===== config.mk =====
export PLATFORM = sky130hd
export DESIGN_NAME = bn_sequencer
export DESIGN_NICKNAME = d
export VERILOG_FILES = /design/src/rtl/bn_pkg.sv /design/src/rtl/batch_normalization.sv /design/src/rtl/bn_sequencer_cfg_regfile.sv /design/src/rtl/bn_sequencer.sv
export SDC_FILE = /design/constraint.sdc
export NUM_CORES = 1
export LEC_CHECK = 0
export BUFFER_PORTS_ARGS = -buffer_cell sky130_fd_sc_hd__buf_2
export CAP_MARGIN = 40
export CELL_PAD_IN_SITES_DETAIL_PLACEMENT = 1
export CELL_PAD_IN_SITES_GLOBAL_PLACEMENT = 1
export CORE_MARGIN = 1.5
export CORE_UTILIZATION = 45
export CTS_CLUSTER_SIZE = 8
export DETAILED_ROUTE_END_ITERATION = 6
export PLACE_DENSITY = 0.83
export SLEW_MARGIN = 10
export SYNTH_ARGS = -nofsm -noshare
export SYNTH_HDL_FRONTEND = slang
export SYNTH_SLANG_ARGS = --single-unit

===== constraint.sdc =====
create_clock -name clk -period 7.2 [get_ports clk]
set_clock_uncertainty 0.2 [all_clocks]
set_input_delay 1.08 -clock clk [delete_from_list [all_inputs] [get_ports clk]]
set_output_delay 1.08 -clock clk [all_outputs]
set_load 0.05 [all_outputs]

===== src/rtl/bn_pkg.sv =====
// Shared types and constants for the batch-normalisation sequencer.
// Factor codes select the scaling of z applied by the datapath.
package bn_pkg;

  typedef enum logic [2:0] {
    ST_IDLE,
    ST_READ,
    ST_CALC,
    ST_WRITE,
    ST_DONE
  } bn_state_e;

  localparam logic [3:0] BN_X1    = 4'b0100;
  localparam logic [3:0] BN_X0_25 = 4'b1000;
  localparam logic [3:0] BN_X4    = 4'b1100;
  localparam logic [3:0] BN_X0_5  = 4'b0001;
  localparam logic [3:0] BN_X2    = 4'b0010;
  localparam logic [3:0] BN_X8    = 4'b0011;

  // Reserved codes are never stored; they are replaced by pass-through.
  function automatic logic bn_code_reserved(input logic [3:0] code);
    return code inside {4'b0111, 4'b1011, 4'b1111, 4'b0000};
  endfunction

  // x8 already uses the full headroom, so it may not be combined with an addend.
  function automatic logic bn_factor_legal(input logic [3:0] code, input int addend);
    return !bn_code_reserved(code) && !((code == BN_X8) && (addend != 0));
  endfunction

endpackage


===== src/rtl/batch_normalization.sv =====
// BN datapath: result = sat(u + scale(z) + addend), with fractional scales
// rounding toward minus infinity. Unknown codes fall back to pass-through.
module batch_normalization
  import bn_pkg::*;
#(
  parameter int WIDTH        = 6,
  parameter int ADDEND_WIDTH = WIDTH - 2
) (
  input  logic signed [WIDTH-1:0]        u,
  input  logic signed [WIDTH-1:0]        z,
  input  logic        [3:0]              factor,
  input  logic signed [ADDEND_WIDTH-1:0] addend,
  output logic signed [WIDTH-1:0]        result
);

  // Wide enough for z*8 plus two more additions without overflow.
  localparam int EW = WIDTH + 5;
  localparam logic signed [EW-1:0] SAT_MAX = EW'((2 ** (WIDTH - 1)) - 1);
  localparam logic signed [EW-1:0] SAT_MIN = EW'(-(2 ** (WIDTH - 1)));

  logic signed [EW-1:0] u_x, z_x, a_x, z_scaled, sum;

  always_comb begin
    u_x = EW'(u);
    z_x = EW'(z);
    a_x = EW'(addend);
    case (factor)
      BN_X0_25: z_scaled = z_x >>> 2;
      BN_X0_5:  z_scaled = z_x >>> 1;
      BN_X2:    z_scaled = z_x <<< 1;
      BN_X4:    z_scaled = z_x <<< 2;
      BN_X8:    z_scaled = z_x <<< 3;
      default:  z_scaled = z_x;
    endcase
    sum = u_x + z_scaled + a_x;
    if (sum > SAT_MAX)      result = SAT_MAX[WIDTH-1:0];
    else if (sum < SAT_MIN) result = SAT_MIN[WIDTH-1:0];
    else                    result = sum[WIDTH-1:0];
  end

endmodule


===== src/rtl/bn_sequencer_cfg_regfile.sv =====
// Per-neuron BN configuration: sanitise-on-write, combinational read,
// sticky error flag for any write that had to be altered or dropped.
module bn_cfg_regfile
  import bn_pkg::*;
#(
  parameter int N_NEURONS    = 8,
  parameter int ADDR_W       = 3,
  parameter int ADDEND_WIDTH = 4
) (
  input  logic                           clk,
  input  logic                           rst_n,
  input  logic                           we,
  input  logic        [ADDR_W-1:0]       wr_addr,
  input  logic        [3:0]              wr_factor,
  input  logic signed [ADDEND_WIDTH-1:0] wr_addend,
  input  logic        [ADDR_W-1:0]       rd_addr,
  output logic        [3:0]              rd_factor,
  output logic signed [ADDEND_WIDTH-1:0] rd_addend,
  output logic                           err
);

  typedef struct packed {
    logic        [3:0]              factor;
    logic signed [ADDEND_WIDTH-1:0] addend;
  } cfg_entry_t;

  // Sized to the address space so any address indexes safely; only the
  // first N_NEURONS entries are ever written.
  cfg_entry_t entries [2**ADDR_W];
  cfg_entry_t wr_entry;
  logic       in_range;
  logic       legal;

  always_comb begin
    in_range        = int'(wr_addr) < N_NEURONS;
    legal           = bn_factor_legal(wr_factor, int'(wr_addend));
    wr_entry.factor = wr_factor;
    wr_entry.addend = wr_addend;
    if (bn_code_reserved(wr_factor)) wr_entry.factor = BN_X1;
    else if (!legal)                 wr_entry.addend = '0;
  end

  always_ff @(posedge clk) begin
    if (!rst_n) begin
      err <= 1'b0;
      // NOTE: this small register file is reset, unlike a RAM, so every neuron
      // comes up as pass-through without a software init sequence.
      for (int i = 0; i < 2**ADDR_W; i++) entries[i] <= '{factor: BN_X1, addend: '0};
    end else if (we) begin
      if (!in_range || !legal) err <= 1'b1;
      if (in_range) entries[wr_addr] <= wr_entry;
    end
  end

  assign rd_factor = entries[rd_addr].factor;
  assign rd_addend = entries[rd_addr].addend;

endmodule


===== src/rtl/bn_sequencer.sv =====
// Time-multiplexes one batch_normalization datapath over N_NEURONS neurons:
// READ -> CALC -> WRITE per neuron, then a one-cycle DONE.
module bn_sequencer
  import bn_pkg::*;
#(
  parameter int WIDTH        = 6,
  parameter int ADDEND_WIDTH = WIDTH - 2,
  parameter int N_NEURONS    = 8,
  parameter int ADDR_W       = 3
) (
  input  logic                           clk,
  input  logic                           rst_n,
  input  logic                           cfg_we,
  input  logic        [ADDR_W-1:0]       cfg_addr,
  input  logic        [3:0]              cfg_factor,
  input  logic signed [ADDEND_WIDTH-1:0] cfg_addend,
  output logic                           cfg_err,
  input  logic                           start,
  output logic                           busy,
  output logic                           done,
  output logic                           mem_rd_en,
  output logic                           mem_wr_en,
  output logic        [ADDR_W-1:0]       mem_addr,
  input  logic signed [WIDTH-1:0]        u_in,
  input  logic signed [WIDTH-1:0]        z_in,
  output logic signed [WIDTH-1:0]        u_out
);

  localparam logic [ADDR_W-1:0] LAST_INDEX = ADDR_W'(N_NEURONS - 1);

  bn_state_e                      state, state_nxt;
  logic        [ADDR_W-1:0]       index, index_nxt;
  logic        [3:0]              cur_factor;
  logic signed [ADDEND_WIDTH-1:0] cur_addend;
  logic signed [WIDTH-1:0]        bn_result;

  // Config is writable only while idle, so a run always sees a stable table.
  bn_cfg_regfile #(
    .N_NEURONS    (N_NEURONS),
    .ADDR_W       (ADDR_W),
    .ADDEND_WIDTH (ADDEND_WIDTH)
  ) u_cfg (
    .clk       (clk),
    .rst_n     (rst_n),
    .we        (cfg_we && (state == ST_IDLE)),
    .wr_addr   (cfg_addr),
    .wr_factor (cfg_factor),
    .wr_addend (cfg_addend),
    .rd_addr   (index),
    .rd_factor (cur_factor),
    .rd_addend (cur_addend),
    .err       (cfg_err)
  );

  batch_normalization #(
    .WIDTH        (WIDTH),
    .ADDEND_WIDTH (ADDEND_WIDTH)
  ) u_bn (
    .u      (u_in),
    .z      (z_in),
    .factor (cur_factor),
    .addend (cur_addend),
    .result (bn_result)
  );

  // NOTE: state registers use non-blocking assignments so every flop samples
  // pre-edge values; the combinational block below uses blocking ones.
  always_ff @(posedge clk) begin
    if (!rst_n) begin
      state <= ST_IDLE;
      index <= '0;
      u_out <= '0;
    end else begin
      state <= state_nxt;
      index <= index_nxt;
      if (state == ST_CALC) u_out <= bn_result;
    end
  end

  // NOTE: defaults first, so no path through the case leaves a signal unassigned
  // and no latch is inferred.
  always_comb begin
    state_nxt = state;
    index_nxt = index;
    case (state)
      ST_IDLE: begin
        if (start) begin
          state_nxt = ST_READ;
          index_nxt = '0;
        end
      end
      ST_READ:  state_nxt = ST_CALC;
      ST_CALC:  state_nxt = ST_WRITE;
      ST_WRITE: begin
        if (index == LAST_INDEX) begin
          state_nxt = ST_DONE;
        end else begin
          state_nxt = ST_READ;
          index_nxt = index + 1'b1;
        end
      end
      ST_DONE:  state_nxt = ST_IDLE;
      default:  state_nxt = ST_IDLE;
    endcase
  end

  assign busy      = state inside {ST_READ, ST_CALC, ST_WRITE};
  assign done      = (state == ST_DONE);
  assign mem_rd_en = (state == ST_READ);
  assign mem_wr_en = (state == ST_WRITE);
  assign mem_addr  = index;

endmodule


Word-level counts from Yosys, hierarchy flattened
Memory sizes are Yosys's and may differ from the RTL's. A register that Yosys moved wholly into a read port is not among the register bits.
Cells that the tools add are included.
Widths: inputs -> output; s select.
- add/sub/neg operators: 3
- order comparisons: 2
- eq/ne operators: 16
- muxes and demuxes: 21
- bitwise gates (word level): 1
- reduce and logical (&&, ||, !) cells: 14
- operators with widths (operator ; count):
    $pmux 8 s5 ; 1
    $reduce_bool 32->1 ; 1
    $mux 3 ; 7
    $eq 4x4->1 const B ; 4
    $eq 4x2->1 const B ; 3
    $mux 4 ; 3
    $mux 6 ; 2
    $pmux 3 s4 ; 1
    $add 11x4->11 ; 1
    $gt 11x6->1 const B ; 1
    $lt 11x6->1 const B ; 1
    $add 6x9->10 ; 1
    $mux 8 ; 1
    $reduce_or 8->1 ; 1
    $eq 3x2->1 const B ; 2
    $eq 3x3->1 const B ; 2
    $pmux 3 s2 ; 1
    $mux 1 ; 5
    $eq 4x1->1 const B ; 1
    $eq 4x3->1 const B ; 1
    $logic_not 4->1 ; 1
    $ne 2x2->1 const B ; 2
    $reduce_bool 4->1 ; 1
    $add 3x1->3 const B ; 1
    9 further kinds ; 12
- register bits after elaboration: 13
- memory bits (writable): 64
- output and inout port bits: 14
- memories: 1
- memory list (name ; depth ; width ; rd ports ; clocked after memory_dff ; write ports ; line ; source):
    u_cfg.entries ; 8 ; 8 ; 1 ; 1 ; 8 ; bn_sequencer_cfg_regfile.sv:29 ; cfg_entry_t entries [2**ADDR_W];

Depth between registers and ports, before layout
Gate-level depths: netlist of run 1.
- depth in word-level cells: 7
- depth in mapped cells: 27

Cells and area by module
Synthesis of run 1 repeated with hierarchy kept, for this count alone.
- cells, all modules: 423
- area, all modules: 4693.3 µm²
- by module, submodules not included (module ; instances ; cells each ; area each (µm²)):
    bn_cfg_regfile ; 1 ; 202 ; 2964.1
    batch_normalization ; 1 ; 163 ; 1137.3
    bn_sequencer ; 1 ; 58 ; 591.8

Least setup slack after synthesis of run 1
No wires, ideal clock.
- kind: flip-flop to flip-flop
- start point: reg (tool-made name)
- end point: reg u_out[3]
- library setup time: 75 ps
- data arrival time: 4978 ps
- path slack: 1947 ps
- stages on the path, launching flop included: 23
- cells stage by stage: dfxtp_1 mux4_1 mux2i_4 nand2b_4 a21boi_2 a22oi_1 o21ai_1 fa_1 a21o_1 a21o_1 a21o_1 a21oi_1 o21bai_1 a21oi_1 xnor2_1 ha_1 o211a_1 a31oi_1 nand2_1 xnor2_1 o41ai_2 nand3_1 o22ai_1
- RTL lines (element ; line ; source):
    end signal, assigned ; bn_sequencer.sv:76 ; if (state == ST_CALC) u_out <= bn_result;
    end, declared ; bn_sequencer.sv:26 ; output logic signed [WIDTH-1:0] u_out

==> out/results.ini, run 1 <==
[outcome]
status=complete, no violations

[synth]
synth_area_mm2=0.00485
synth-async-reset-ratio_pct=0
synth_top_family_by_area=simple AND/OR/NAND/NOR gates
synth_top_area_share_pct=39.6
yosysMostFrequentCell=nor2_1
synth-xor-area-share_pct=2.89
syn-num-nets=497
synthTopCellsByCount=83 x nor2_1, 64 x edfxtp_1, 43 x nand2_1
synth.distinct_cells=62
synthTopCellsByArea=edfxtp_1 40%, dfxtp_1 6.6%, nor2_1 6.4%
synth_seq_area_share_pct=46.2
synth-seq-cells=80
synth-main-ff-cell=edfxtp_1
synthMuxAreaShare_pct=11.7
yosysTopAreaCell=edfxtp_1
post_synth.cell_area_avg_um2=10.9
yosys.area_share.simple_pct=16.0
yosys.area_share.adder_pct=6.75
yosysWarnings=0
synth-edff-count=64
synthCells=445
synth_compound_area_share_pct=13.1

[sta]
hold_viol=0
fmax_mhz=162
rsz0062_at_grt=false
setup_viol=0
slew_headroom_pct=47.1
slew_violations=0
worstMarginPinSlew_ns=0.792
tns_ns=0
fin_crit_ns=6.16
post-route-period-util_pct=85.5

[critical_path]
critical_path.slowest_cell=dfxtp_1
endpoint_kind=flip-flop
start_kind=flip-flop
crit_arrival_ns=6.24
critical_path_peak_fanout=16
slowest_delay_ns=0.84
critPathTopFamily=compound AO/OA/AOI/OAI gates
cp_common_cell=a21o_1
cp.required_ns=7.28
crit_buf_inv=0
worstSetupPathType=flip-flop to flip-flop
crit_chain=mux4_1 > mux2i_4 > nand2b_4 > a21boi_2 > a22oi_1 > o21ai_1 > fa_1 > a21o_1 > a21o_1 > a21o_1 > a21oi_1 > o21bai_1 > a21oi_1 > xnor2_1 > ha_1 > o211a_1 > a31oi_1 > nand2_1 > xnor2_1 > o41ai_2 > nand3_1 > o22ai_1

[power_and_ir_drop]
power_density_mw_per_mm2=225
leakage_nw=2.05
total_power_mw=1.20
ir_worst_vdd_v=0.000103

[layout]
area_growth_pct=9.87
drive_gt1_share_pct=19.2
instances_no_fill=626
fin_nets=537
postLayoutCellArea_mm2=0.00533
postLayoutCoreUtil_pct=51.2
fillCellCount=1175
diodes=0

[global_routing]
grt.total_usage_pct=22.5
grt_pass1_wl_mm=19.6
antenna_found_initial=0
grt_max_degree=29
gr-total-overflow=0
grt_pass1_vias=3848

[cts]
clk_latency_ns=0.35
cts_made_buffers=9
cts_max_level=3
cts_tree=yes
path_clk_slew_ns=0.09
post-cts-setup-buffers=0
ctsResizeCount=0
root_buffer=clkbuf_8
clkSinkCount=80
cts_buffer_depth=2
postCtsHoldBufs=0

[placed_design]
placed_cell_area_mm2=0.00514
routabilityCongestion=0.844
hpwlAfterDp_mm=9.17
io_buffers=40
dp.cells=610

[drt]
first_pass_iters=4
post_drt_wl_per_cell_um=18.8
drt_wl_total_mm=11.8
drc_errors=0
drtIter0Drc=207
vias=3534
antenna_left=0
viasPerCell=5.65

[run]
maxCapViolations=0

[die]
die_w_um=107
start_util_pct=46.6
die_area_mm2=0.0114
dieHeight_um=107
row_count=37
core_mm2=0.0104
io-pin-count=41

[worst_hold_path]
hold_path.class=flip-flop to flip-flop

cell usage in the layout, fill, tap and decap left out, types with 5 or more instances in the layout:
master,Yosys,routed
nand2b_1,9,9
a32oi_1,5,5
nand2_1,43,43
a21oi_1,23,23
clkbuf_8,1,9
nand3b_1,6,6
xnor2_1,10,10
nand3_1,8,8
mux2i_1,5,5
a21o_1,6,6
ha_1,23,23
inv_1,14,14
dfxtp_1,16,16
nor2b_1,7,7
o21ai_0,17,17
edfxtp_1,64,64
buf_2,2,41
mux2_2,7,7
nor2_1,83,83
mux4_2,12,12
xor2_1,6,6
worst min-delay path: stages (launching register included):
cell     delay, ns
dfxtp_1       0.34
nand2_1       0.05
o21ai_0       0.06
power by group:
group,switching (mW),total [mW],internal [mW]
Sequential,0.0152,0.536,0.521
Clock,0.168,0.330,0.162
Combinational,0.207,0.336,0.129
Total,0.391,1.20,0.811
layer usage:
layer	GRT usage (%)	wire, µm	vias up
met5	0	0	-
met4	6.86	147	0
met3	2.61	290	10
met2	40.5	6080	55
met1	28.2	5270	1758
li1	-	-	1711
metrics by stage:
step                      hold slack (ns)  setup WS, ns
final                               0.271          1.04
after global placement              0.238          1.39
after CTS                           0.275          1.03
after global routing                0.325         0.519
after floorplan                     0.402          1.95
after detailed placement            0.252          1.04
flip-flops by register name (all words and copies together), names as in the netlist, named ones only:
register / cells
u_cfg.err: 1
mem_addr: 3
u_out: 6
state: 3
u_cfg.entries: 64
path summary, 6_finish.rpt:
path	start	end	slack, ns	cells past startpoint
worst max-delay path	flip-flop	u_out[3]	1.04	22
worst min-delay path	u_cfg.err	u_cfg.err	0.27	2
worst max register to register	flip-flop	u_out[3]	1.04	22
worst min register to register	u_cfg.err	u_cfg.err	0.27	2
final cells by class:
| type | instances | area [µm²] | share of cell area, % |
|---|---|---|---|
| inverters | 15 | 57.6 | 1.08 |
| multi-input cells | 336 | 2450 | 45.9 |
| repair buffers | 43 | 220 | 4.13 |
| well taps | 136 | 170 | 3.19 |
| flip-flops and latches | 80 | 2240 | 42.0 |
| clock inverters | 6 | 66.3 | 1.24 |
| clock buffers | 10 | 128 | 2.39 |
logic make-up after synthesis:
family,after synthesis
muxes,33
xor gates and xnor gates,16
adders and majority gates,25
DFF,80
and+or+nand+nor,173
buffers and inverters,29
AOI/OAI and AO/OA,89
Note: power is estimated with default switching activity, not from simulation.
==> inputs of run 2 (changes only) <==
- CORE_UTILIZATION: 45 -> 40
- HOLD_SLACK_MARGIN: unset -> 0.03
- PLACE_DENSITY: 0.83 -> 0.76
==> run 2 against run 1 <==
Against the previous run:
- global-route usage down 3.4 points
- sequential cell count unchanged
- setup slack better by 0.093 ns
- sequential power about the same
- count of clock-buffer cells in the layout up 2
- via count up 1.0%
- power up 9.0%
- first-iteration DRC count up 0.97%
- die area up 12%
- register-to-register slack better by 0.09 ns
- critical endpoint unchanged
==> out/results.ini, run 2 (synthesized netlist as in run 1, its figures left out) <==
[critical_path]
rr_endpoint=u_out[3]
cp_common_cell=a21o_1
slowest_delay_ns=0.82  ; -0.02 ns
rr_worst_depth=22  ; unchanged
r2r_setup_slack_ns=1.13  ; +0.09 ns
endpoint_kind=flip-flop
cp.required_ns=7.26  ; -0.02 ns
crit_chain=mux4_1 > mux2i_4 > nand2b_4 > a21boi_2 > a22oi_1 > o21ai_1 > fa_1 > a21o_1 > a21o_1 > a21o_1 > a21oi_1 > o21bai_1 > a21oi_1 > xnor2_1 > ha_1 > o211a_1 > a31oi_1 > nand2_1 > xnor2_1 > o41ai_2 > nand3_1 > o22ai_1
worstSetupPathType=flip-flop to flip-flop
start_kind=flip-flop
critical_path.slowest_cell=dfxtp_1
critPathCapture=u_out[3]
crit_arrival_ns=6.13  ; -0.11 ns
critical_path_peak_fanout=16  ; unchanged

[cts]
cts_made_buffers=9  ; unchanged
clkSinkCount=80  ; unchanged
cts_buffer_depth=2  ; unchanged
root_buffer=clkbuf_16
clk_latency_ns=0.33  ; -0.02 ns
cts_tree=yes
post-cts-setup-buffers=0  ; unchanged
postCtsHoldBufs=0  ; unchanged
path_clk_slew_ns=0.06  ; -0.03 ns
ctsResizeCount=0  ; unchanged
cts_max_level=3  ; unchanged

[layout]
fin_nets=537  ; unchanged
drive_gt1_share_pct=19.4  ; +0.20 points
area_growth_pct=12.2
reg_top3=u_cfg.entries: 64 flops, u_out: 6 flops
largest_register_ffs=64  ; unchanged
final_cell_mix=83 x nor2_1, 64 x edfxtp_1, 43 x nand2_1
final_common_cell=nor2_1
diodes=0  ; unchanged
top_register=u_cfg.entries

[sta]
worstMarginPinSlew_ns=0.775  ; -0.0172 ns
setup_slack_ns=1.13  ; +0.0930 ns
tns_ns=0  ; unchanged
slew_headroom_pct=48.3  ; +1.1 points
fmax_mhz=165  ; +1.5%
rsz0062_at_grt=false
fin_crit_ns=6.07  ; -0.0930 ns
slew_violations=0  ; unchanged
hold_viol=0  ; unchanged
post-route-period-util_pct=84.3  ; -1.3 points
setup_viol=0  ; unchanged

[power_and_ir_drop]
leakage_nw=2.11  ; +2.8%
power_density_mw_per_mm2=240  ; +6.7%
ir_worst_vdd_v=0.000127  ; +23%

[placed_design]
routabilityCongestion=0.850  ; +0.72%
hpwlAfterDp_mm=8.90  ; -2.9%
post-place-ws_ns=1.17  ; +0.126 ns
io_buffers=40  ; unchanged

[die]
die_area_mm2=0.0128  ; +12%
core_mm2=0.0119  ; +14%
start_util_pct=40.8  ; -5.9 points
io-pin-count=41  ; unchanged
dieHeight_um=113  ; +5.9%
row_count=40  ; +8.1%
die_w_um=113  ; +5.9%

[global_routing]
grt_pass1_wl_mm=18.9  ; -3.6%
grt.total_usage_pct=19.1  ; -3.4 points
gr-total-overflow=0  ; unchanged
grt_pass1_vias=3576  ; -7.1%
antenna_found_initial=0  ; unchanged
grt_max_degree=29  ; unchanged

[run]
maxCapViolations=0  ; unchanged

[drt]
drtIter0Drc=209  ; +0.97%
viasPerCell=5.61  ; -0.70%
post_drt_wl_per_cell_um=18.5  ; -2.0%
antenna_left=0  ; unchanged
drt_wl_total_mm=11.8  ; -0.24%
vias=3571  ; +1.0%
first_pass_iters=4  ; unchanged
drc_errors=0  ; unchanged

[outcome]
status=complete, no violations

[worst_hold_path]
hold_path.class=flip-flop to flip-flop

run 2: cell count changes in the layout (fill, tap and decap cells not counted), sizes merged:
cell,change
bufinv,-1
clkbuf,+2
clkinv,+1
clkinvlp,-2
run 2: metrics by stage:
stage / area (µm²) / cells / hold slack (ns) / power, mW / utilization, %
finish: 5450 / 637 / 0.267 / 1.31 / 45.7
global route: 5450 / 637 / 0.317 / 1.37 / 45.7
CTS: 5450 / 637 / 0.274 / 1.32 / 45.7
detailed placement: 5150 / 621 / 0.250 / 0.880 / 43.3
global placement: 5150 / 620 / 0.239 / 0.870 / 43.2
floorplan: 4850 / 445 / 0.402 / 0.804 / -
run 2: area by class of cell:
cell class	instances	area (µm²)
fillers	1319	6460
multi-input cells	336	2450
flip-flops and latches	80	2240
clock buffers	12	268
repair buffers	43	220
well taps	147	184
inverters	15	57.6
clock inverters	4	25.0
run 2: worst max-delay path, delay by kind of cell (launching register included):
| kind | cells | cell delay, ns |
|---|---|---|
| flip-flops | 1 | 0.82 |
| AO/OA/AOI/OAI | 13 | 2.71 |
| AND/OR/NAND/NOR | 3 | 0.37 |
| adder cells (fa/ha/maj) | 2 | 0.77 |
| XOR/XNOR | 2 | 0.29 |
| multiplexers | 2 | 0.83 |
run 2: worst min path at each step:
| stage | end | cells after the start | from |
|---|---|---|---|
| 3_5_place_dp | u_cfg.err | 2 | u_cfg.err |
| 3_3_place_gp | u_cfg.err | 2 | u_cfg.err |
| 2_1_floorplan | state[0] | 2 | state[2] |
| 4_1_cts | u_cfg.err | 2 | u_cfg.err |
| 5_1_grt | u_cfg.err | 2 | u_cfg.err |
| 6_report | u_cfg.err | 2 | u_cfg.err |
run 2: power breakdown:
part / leakage (nW) / internal (mW) / switching [mW]
combinational: 1.19 / 0.129 / 0.205
sequential: 0.765 / 0.522 / 0.0151
clock: 0.148 / 0.264 / 0.176
total: 2.11 / 0.914 / 0.396
run 2: routing by layer:
layer / global-route usage (%) / share of wire (%) / routed length, µm / up-vias
met4: 6.17 / 1.5 / 179 / 0
li1: - / - / - / 1714
met3: 3.11 / 3.4 / 403 / 13
met2: 32.6 / 50 / 5910 / 69
met5: 0 / 0 / 0 / -
met1: 24.9 / 45 / 5270 / 1775
